--- src/rtl/mem_pkg.sv ---
// Shared types and lane helpers for the memory-stage data-access unit.
package mem_pkg;

  typedef enum logic [1:0] {MS_IDLE, MS_REQ, MS_DONE} mem_state_t;

  localparam logic [3:0] BE_WORD = 4'b1111;
  localparam int         LANES   = 4;
  localparam int         LANE_W  = 8;

  // One-hot byte enable for a byte access at address offset off.
  function automatic logic [3:0] lane_onehot(input logic [1:0] off);
    return 4'b0001 << off;
  endfunction

endpackage

--- src/rtl/mem_lane_align.sv ---
// Byte-lane steering: store byte enables / replication and load byte select with zero-extend.
module mem_lane_align
  import mem_pkg::*;
(
  input  logic        byte_access,
  input  logic [1:0]  store_off,
  input  logic [31:0] store_data,
  input  logic        load_byte,
  input  logic [1:0]  load_off,
  input  logic [31:0] load_raw,
  output logic [3:0]  be_next,
  output logic [31:0] wdata_next,
  output logic [31:0] load_next
);

  logic [LANE_W-1:0] rd_byte [LANES];

  genvar gi;
  generate
    for (gi = 0; gi < LANES; gi++) begin : g_lane
      assign rd_byte[gi] = load_raw[LANE_W*gi +: LANE_W];
      // Byte stores replicate the low byte so any lane carries it.
      assign wdata_next[LANE_W*gi +: LANE_W] =
        byte_access ? store_data[LANE_W-1:0] : store_data[LANE_W*gi +: LANE_W];
    end
  endgenerate

  always_comb begin
    be_next   = byte_access ? lane_onehot(store_off) : BE_WORD;
    load_next = load_byte ? {24'h000000, rd_byte[load_off]} : load_raw;
  end

endmodule

--- src/rtl/mem_access_stage.sv ---
// Memory-stage access unit: issues one handshaked bus access per load/store, stalls
// the pipeline until DAck or timeout, and returns aligned load data.
module mem_access_stage
  import mem_pkg::*;
#(
  parameter int TIMEOUT = 16,
  parameter int AW      = 32
) (
  input  logic          clk,
  input  logic          reset,
  input  logic          MemReadM,
  input  logic          MemWriteM,
  input  logic          ByteM,
  input  logic [31:0]   ALUResultM,
  input  logic [31:0]   WriteDataM,
  output logic [31:0]   ReadDataM,
  output logic          StallM,
  output logic          BusErrM,
  output logic          DReq,
  output logic          DWe,
  output logic [AW-1:0] DAddr,
  output logic [3:0]    DBe,
  output logic [31:0]   DWData,
  input  logic [31:0]   DRData,
  input  logic          DAck
);

  localparam int            CW       = (TIMEOUT > 2) ? $clog2(TIMEOUT) : 1;
  localparam logic [CW-1:0] CNT_LAST = CW'(TIMEOUT - 1);

  mem_state_t    state_reg;
  logic [CW-1:0] cnt_reg;
  logic          byte_reg;
  logic [1:0]    off_reg;
  logic [3:0]    be_next;
  logic [31:0]   wdata_next;
  logic [31:0]   load_next;

  mem_lane_align u_align (
    .byte_access (ByteM),
    .store_off   (ALUResultM[1:0]),
    .store_data  (WriteDataM),
    .load_byte   (byte_reg),
    .load_off    (off_reg),
    .load_raw    (DRData),
    .be_next     (be_next),
    .wdata_next  (wdata_next),
    .load_next   (load_next)
  );

  // Stall is combinational so the issuing cycle already freezes the pipeline.
  always_comb begin
    StallM = reset & (((state_reg == MS_IDLE) & (MemReadM | MemWriteM)) |
                      (state_reg == MS_REQ));
  end

  always_ff @(posedge clk) begin
    if (!reset) begin
      state_reg <= MS_IDLE;
      cnt_reg   <= '0;
      byte_reg  <= 1'b0;
      off_reg   <= 2'b00;
      DReq      <= 1'b0;
      DWe       <= 1'b0;
      DAddr     <= '0;
      DBe       <= 4'b0000;
      DWData    <= 32'h0;
      ReadDataM <= 32'h0;
      BusErrM   <= 1'b0;
    end else begin
      BusErrM <= 1'b0;
      case (state_reg)
        MS_IDLE: begin
          if (MemReadM | MemWriteM) begin
            DReq      <= 1'b1;
            DWe       <= MemWriteM;
            DAddr     <= {ALUResultM[AW-1:2], 2'b00};
            DBe       <= be_next;
            DWData    <= wdata_next;
            byte_reg  <= ByteM;
            off_reg   <= ALUResultM[1:0];
            cnt_reg   <= '0;
            state_reg <= MS_REQ;
          end
        end
        MS_REQ: begin
          // DAck is tested first so a completion on the last allowed cycle is not an error.
          if (DAck) begin
            DReq      <= 1'b0;
            ReadDataM <= DWe ? 32'h0 : load_next;
            state_reg <= MS_DONE;
          end else if (cnt_reg == CNT_LAST) begin
            DReq      <= 1'b0;
            ReadDataM <= 32'h0;
            BusErrM   <= 1'b1;
            state_reg <= MS_DONE;
          end else begin
            cnt_reg <= cnt_reg + CW'(1);
          end
        end
        MS_DONE: state_reg <= MS_IDLE;
        default: state_reg <= MS_IDLE;
      endcase
    end
  end

endmodule

--- config.mk ---
export PLATFORM = sky130hd
export DESIGN_NAME = mem_access_stage
export DESIGN_NICKNAME = d
export VERILOG_FILES = /design/src/rtl/mem_pkg.sv /design/src/rtl/mem_lane_align.sv /design/src/rtl/mem_access_stage.sv
export SDC_FILE = /design/constraint.sdc
export NUM_CORES = 1
export LEC_CHECK = 0
export BUFFER_PORTS_ARGS = -buffer_cell sky130_fd_sc_hd__buf_4
export CORE_MARGIN = 3
export CORE_UTILIZATION = 42
export CTS_BUF_LIST = sky130_fd_sc_hd__clkbuf_8 sky130_fd_sc_hd__clkbuf_16
export DETAILED_ROUTE_END_ITERATION = 6
export PLACE_DENSITY = 0.76
export SETUP_SLACK_MARGIN = 0.15
export SLEW_MARGIN = 10
export SYNTH_ARGS = -nofsm -noshare
export SYNTH_HDL_FRONTEND = slang
export SYNTH_SLANG_ARGS = --single-unit
--- constraint.sdc ---
create_clock -name clk -period 1.51 [get_ports clk]
set_clock_uncertainty 0.05 [all_clocks]
set_input_delay 0.0755 -clock clk [delete_from_list [all_inputs] [get_ports clk]]
set_output_delay 0.0755 -clock clk [all_outputs]
set_load 0.02 [all_outputs]
==> results of run 1 <==
[what timing repair did]
| item | 4_1_cts | 5_1_grt |
|---|---|---|
| pin swaps | 1 | 4 |
| setup endpoints to repair | 95 | 61 |
| buffers inserted | 0 | 1 |
| resized for setup | 5 | 23 |
| hold endpoints to repair | 79 | 0 |
| hold buffers | 76 | 0 |
| gates cloned | 0 | 2 |
[cell families (layout without fill, tap and decap cells)]
group / Yosys count / count (layout) / synth area share, %
AO/OA/AOI/OAI: 201 / 201 / 27.94
adder cells (fa/ha/maj): 1 / 1 / 0.2777
buffers and inverters: 55 / 322 / 5.082
flip-flops: 110 / 110 / 48.88
multiplexers: 32 / 32 / 7.109
other: 1 / 2 / 0.08323
AND/OR/NAND/NOR: 91 / 91 / 10.64
[layer usage]
| metal | routed length, um | GRT usage [%] | up-vias | part of all wire [%] |
|---|---|---|---|---|
| li1 | - | - | 2345 | - |
| met1 | 6074 | 28.36 | 2323 | 39 |
| met2 | 8161 | 44.29 | 204 | 52 |
| met3 | 1228 | 5.872 | 20 | 7.8 |
| met4 | 204 | 6.322 | 0 | 1.3 |
| met5 | 0 | 0 | - | 0 |
[power by group]
group | internal (uW) | total, uW | switching [uW] | leakage (uW)
clock network | 656 | 1680 | 1020 | 0.0000853
registers | 3120 | 3260 | 139 | 0.000907
logic | 923 | 1890 | 971 | 0.00224
[area by class of cell]
class / instances / area (um^2) / share of cell area [%]
clock buffers: 10 / 137.6 / 1.877
clock inverters: 6 / 45.04 / 0.6142
inverters: 4 / 15.01 / 0.2047
multi-input cells: 327 / 2155 / 29.38
flip-flops and latches: 110 / 2215 / 30.20
well taps: 136 / 170.2 / 2.320
repair buffers: 302 / 2596 / 35.40
[worst paths after layout]
check,startpoint,to,depth (start not counted)
worst max register to register,cnt_reg[0],ReadDataM[26],5
worst max-delay path,cnt_reg[0],ReadDataM[26],5
worst min-delay path,WriteDataM[17],DWData[17],3
worst min register to register,DAddr[28],DAddr[28],2
[placed cells by master, fill, tap and decap left out, types with 2 or more instances in the layout]
master	synthesis	layout
a21oi_1	80	79
dfxtp_1	110	106
a211oi_1	25	24
clkinvlp_4	0	3
a311oi_1	2	2
dfxtp_4	0	3
nor2_1	19	16
buf_12	0	8
nor3_1	4	3
buf_4	2	215
clkbuf_8	0	10
o211a_1	2	2
dlygate4sd3_1	0	76
o21ai_0	45	31
inv_1	3	3
mux2i_1	32	32
nor3_2	1	2
o21bai_1	7	7
inv_6	0	2
conb_1	1	2
o21ai_2	0	2
o21ai_1	0	12
nor2_4	0	2
nand2_1	5	5
a22o_1	24	24
nand3_1	44	44
o2111ai_1	2	2
a32o_1	8	8
clkbuf_16	0	2
and3b_1	7	7
[per-stage QoR]
stage                     hold slack [ps]  utilization (%)  cells
after floorplan                     158.2                -    492
after global placement              251.0            60.47    800
after detailed placement            255.9            60.47    800
after CTS                           4.644            69.68    892
after global routing                14.13            70.72    895
final                               13.70            70.72    895
[synth_stat cells (2+ instances only)]
library cell	n
and3b_1	7
mux2i_1	32
nor2_1	19
o2111ai_1	2
nand2_1	5
a311oi_1	2
buf_2	12
a22o_1	24
dfxtp_1	110
a211oi_1	25
buf_4	2
o21bai_1	7
a21oi_1	80
o211a_1	2
nor3_1	4
inv_1	3
a32o_1	8
clkbuf_1	37
nand3_1	44
o21ai_0	45
[critical path, cell delays in order, from the launching register on]
cell	delay [ps]
dfxtp_4	390
ha_4	170
a31oi_4	90
o31a_1	290
buf_12	180
a22o_1	210
==> reports/metrics.csv, run 1 <==
stage;metric;value;unit
run_status;status;finished clean;
worst_setup_path;startpoint_type;flop;
worst_setup_path;end_kind;flop;
logic_synthesis;yosysTopAreaCell;dfxtp_1;
worst_setup_path;cp_max_fo;33;
clocking;insertion_delay;360;ps
cells_and_area;nets;857;
logic_synthesis;synth_seq_cells;110;
worst_setup_path;arrival;1670;ps
cells_and_area;fillerInstances;792;
timing;setup_tns;0;ps
drt;vias;4892;
timing;setup_slack;42.16;ps
timing;setup_viol;0;
pwr;total_power;6831;uW
cells_and_area;antenna_cells;0;
global_route;overflow;0;
clocking;htreeDepth;3;
logic_synthesis;synth_warnings;0;
global_route;track_usage;24.29;%
die;dieArea;12010;um^2
logic_synthesis;mappedNetlistArea;4506;um^2
drt;vias_per_cell;5.466;
drt;initialDrtViolationCount;294;
drt;drc;0;
logic_synthesis;synth_top_area_share;48.88;%
die;rows;37;
drt;routedWlPerCell;17.51;um
global_route;grt_pass1_vias;4817;
worst_setup_path;worstSetupPathType;flop to flop;
die;fp.dieH;109.6;um
global_route;antenna_found_initial;0;
worst_setup_path;required;1710;ps
pwr;ir_drop;0.6251;mV
die;ios;206;
place;gp_congestion;0.7727;
drt;dr.pass1.iters;5;
die;core;10370;um^2
clocking;numClockSinks;110;
die;start_util;43.45;%
timing;worst_slew_pin_slew;600.9;ps
place;placed_area;6271;um^2
pwr;p_leak;0.003233;uW
die;die_w;109.6;um
timing;fin_crit_sh;97.21;%
clocking;clk_pin_slew;110;ps
logic_synthesis;synth_edf_count;0;
logic_synthesis;ys.flop_type;dfxtp_1;
logic_synthesis;syn_area_per_cell;9.176;um^2
worst_setup_path;regToRegSetupSlack;40;ps
place;place_hpwl;9.957;mm
place;io_buffers;203;
clocking;cts_tree;yes;
timing;rsz0062_at_grt;true;
clocking;cts_max_path_buffers;2;
min_path;hold_class;input port to flop;
timing;fmax;681.3;MHz
cells_and_area;drive_gt1_share;34.52;%
cells_and_area;top_regs;DWData (32), ReadDataM (32), DAddr (30);
cells_and_area;area_growth;62.76;%
clocking;cts_root_buffer;clkbuf_8;
logic_synthesis;ys_async_sr_fraction;0;%
logic_synthesis;synth_area_leaders;dfxtp_1 49%, a21oi_1 8.9%, mux2i_1 7.1%, o21ai_0 5.0%, nand3_1 4.9%;
place;pre_cts_ws;17.34;ps
clocking;numCtsBuffers;9;
logic_synthesis;synth_cell_types;41;
global_route;grt_pass1_wl;23.39;mm
drt;totalWireLength;15.67;mm
global_route;grt_max_degree;56;
pwr;p_per_area;931.5;nW/um^2
run;max-cap-violations;0;
drt;ant_nets;0;
logic_synthesis;ys_seq_area_share;48.88;%
cells_and_area;stdcell_area;7333;um^2
timing;relSlewSlack;59.79;%
logic_synthesis;synthCells;491;
timing;hold_viol;0;
timing;slew_violations;0;
timing;final.min_clock_period;1468;ps
Note: power is estimated with default switching activity, not from simulation.
==> run 2, diff against run 1 <==
--- a/config.mk
+++ b/config.mk
@@ -10,7 +10,7 @@
 export CORE_UTILIZATION = 42
 export CTS_BUF_LIST = sky130_fd_sc_hd__clkbuf_8 sky130_fd_sc_hd__clkbuf_16
 export DETAILED_ROUTE_END_ITERATION = 6
-export PLACE_DENSITY = 0.76
+export PLACE_DENSITY_LB_ADDON = 0.12
 export SETUP_SLACK_MARGIN = 0.15
 export SLEW_MARGIN = 10
 export SYNTH_ARGS = -nofsm -noshare
==> constraint.sdc (replaced) <==
create_clock -name clk -period 1.51 [get_ports clk]
set_clock_uncertainty 0.05 [all_clocks]
set_input_delay 0.2265 -clock clk [delete_from_list [all_inputs] [get_ports clk]]
set_output_delay 0.2265 -clock clk [all_outputs]
set_load 0.02 [all_outputs]
==> reports/metrics.csv, run 2 (same netlist as run 1, synthesis figures left out) <==
stage;metric;value;unit;change
die;dieArea;12010;um^2;unchanged
pwr;p_per_area;1038;nW/um^2;was 931.5 nW/um^2
cells_and_area;final_cell_mix;221 x buf_4, 106 x dfxtp_1, 79 x a21oi_1;;was 215 x buf_4, 106 x dfxtp_1, 79 x a21oi_1
timing;relSlewSlack;58.23;%;was 59.79%
die;ios;206;;unchanged
drt;routedWlPerCell;17.03;um;was 17.51 um
cells_and_area;fillerInstances;919;;was 792
pwr;p_leak;0.002957;uW;was 0.003233 uW
worst_setup_path;worstSetupPathType;flop to flop;;unchanged
global_route;grt_max_degree;59;;was 56
worst_setup_path;regToRegSetupSlack;20;ps;was 40 ps
worst_setup_path;end_kind;flop;;unchanged
timing;rsz0062_at_grt;true;;unchanged
worst_setup_path;crit_buf_inv;1;;unchanged
drt;vias;4526;;was 4892
drt;drc;0;;unchanged
die;fp.dieH;109.6;um;unchanged
timing;setup_slack;17.57;ps;was 42.16 ps
global_route;overflow;0;;unchanged
pwr;power.switching;2075;uW;was 2134 uW
drt;vias_per_cell;5.493;;was 5.466
place;gp_congestion;0.7501;;was 0.7727
worst_setup_path;path_delay_family;compound AO/OA/AOI/OAI gates;;unchanged
die;start_util;43.45;%;unchanged
place;pre_cts_ws;-126.0;ps;was 17.34 ps
worst_setup_path;max_stage_delay;390;ps;about the same
run;max-cap-violations;0;;unchanged
timing;fmax;670.0;MHz;was 681.3 MHz
cells_and_area;drive_gt1_share;38.37;%;was 34.52%
clocking;cts_max_path_buffers;2;;unchanged
clocking;cts_tree;yes;;unchanged
place;io_buffers;203;;unchanged
pwr;intPower;4788;uW;was 4698 uW
drt;dr.pass1.iters;6;;was 5
drt;totalWireLength;14.03;mm;was 15.67 mm
cells_and_area;nets;786;;was 857
timing;worst_slew_pin_slew;624.3;ps;was 600.9 ps
worst_setup_path;cp_max_fo;33;;unchanged
timing;fin_crit_sh;98.84;%;was 97.21%
pwr;seq_power_share;47.3;%;was 47.7%
die;core;10370;um^2;unchanged
cells_and_area;final_common_cell;buf_4;;unchanged
cells_and_area;antenna_cells;0;;unchanged
global_route;grt_pass1_wl;21.54;mm;was 23.39 mm
worst_setup_path;rr_startpoint;cnt_reg[0];;unchanged
clocking;numCtsBuffers;9;;unchanged
min_path;hold_path_end;ReadDataM[22];;was DWData[17]
clocking;insertion_delay;360;ps;about the same
clocking;numClockSinks;110;;unchanged
place;place_hpwl;9.888;mm;was 9.957 mm
clocking;clk_pin_slew;110;ps;about the same
pwr;switching_share;30.24;%;was 31.23%
min_path;hold_class;input port to flop;;unchanged
pwr;clockPowerShare;27.7;%;was 24.6%
pwr;p_comb_share;25.0;%;was 27.7%
die;die_w;109.6;um;unchanged
global_route;track_usage;22.30;%;was 24.29%
clocking;cts_hold_buf;0;;was 76
min_path;min_path_cells;2;;was 3
timing;final.min_clock_period;1492;ps;was 1468 ps
pwr;ir_drop;0.4788;mV;was 0.6251 mV
worst_setup_path;path_cells;ha_4 -> a31oi_4 -> o31a_1 -> buf_12 -> a32o_1;;was ha_4 -> a31oi_4 -> o31a_1 -> buf_12 -> a22o_1
die;rows;37;;unchanged
cells_and_area;top_regs;DWData (32), ReadDataM (32), DAddr (30);;unchanged
worst_setup_path;slowest_stage;dfxtp_4;;unchanged
worst_setup_path;r2r_end;ReadDataM[3];;was ReadDataM[26]
clocking;cts_root_buffer;clkbuf_8;;unchanged
worst_setup_path;r2r_cells;5;;unchanged
timing;slew_violations;0;;unchanged
global_route;grt_pass1_vias;4348;;was 4817
timing;hold_viol;0;;unchanged
pwr;total_power;6863;uW;was 6831 uW
min_path;hp-start;DRData[22];;was WriteDataM[17]
global_route;antenna_found_initial;0;;unchanged
drt;ant_nets;0;;unchanged
clocking;htreeDepth;3;;unchanged
run_status;status;finished clean;;unchanged
drt;initialDrtViolationCount;239;;was 294
worst_setup_path;required;1710;ps;about the same
worst_setup_path;startpoint_type;flop;;unchanged
cells_and_area;area_growth;46.76;%;was 62.76%
timing;setup_viol;0;;unchanged
worst_setup_path;arrival;1690;ps;was 1670 ps
[run 2: per-stage QoR]
stage,hold slack (ps),std cells,area [um^2],utilization [%],setup TNS (ps)
global placement,400.4,805,6309,60.83,-0.5210
detailed placement,405.5,805,6309,60.83,-2938
global route,18.33,824,6613,63.77,-206.8
CTS,16.24,821,6551,63.18,0
finish,36.07,824,6613,63.77,0
floorplan,309.2,492,4573,-,0
[run 2: layer usage]
| metal | wire length (um) | GRT usage, % | vias up |
|---|---|---|---|
| met5 | 0 | 0 | - |
| met2 | 6895 | 37.40 | 150 |
| met3 | 1146 | 5.813 | 16 |
| li1 | - | - | 2202 |
| met1 | 5771 | 27.92 | 2158 |
| met4 | 218 | 7.302 | 0 |
[run 2: power by group through the flow]
| stage | sequential, uW | clock (uW) | combinational (uW) |
|---|---|---|---|
| floorplan | 3550 | 0 | 647 |
| global placement | 3310 | 0 | 1650 |
| detailed placement | 3310 | 0 | 1680 |
| CTS | 3250 | 1940 | 1690 |
| global route | 3280 | 2040 | 1850 |
| finish | 3250 | 1900 | 1710 |
[run 2: timing repair]
| item | CTS | global route |
|---|---|---|
| gates resized for setup | 8 | 24 |
| setup buffers | 0 | 3 |
| pin swaps | 1 | 4 |
| setup endpoints to repair | 102 | 75 |
[run 2: worst max-delay path by stage]
| stage | from | to | slack (ps) | cells after the start |
|---|---|---|---|---|
| 6_report | cnt_reg[0] | ReadDataM[3] | 20 | 5 |
| 5_1_grt | cnt_reg[0] | ReadDataM[5] | -30 | 5 |
| 4_1_cts | cnt_reg[1] | ReadDataM[3] | 10 | 5 |
| 3_5_place_dp | state_reg[1] | DAddr[6] | -130 | 4 |
| 3_3_place_gp | state_reg[1] | DWData[0] | -0.5 | 4 |
| 2_1_floorplan | cnt_reg[1] | ReadDataM[3] | 60 | 5 |
[run 2: area by class of cell]
cell class	instances	area (um^2)	area share, %
Clock buffer	11	151.4	2.289
Clock inverter	5	65.06	0.9839
Inverter	4	15.01	0.2271
Multi-Input combinational cell	327	2152	32.54
Sequential cell	110	2217	33.53
Tap cell	136	170.2	2.573
Timing Repair Buffer	231	1842	27.85
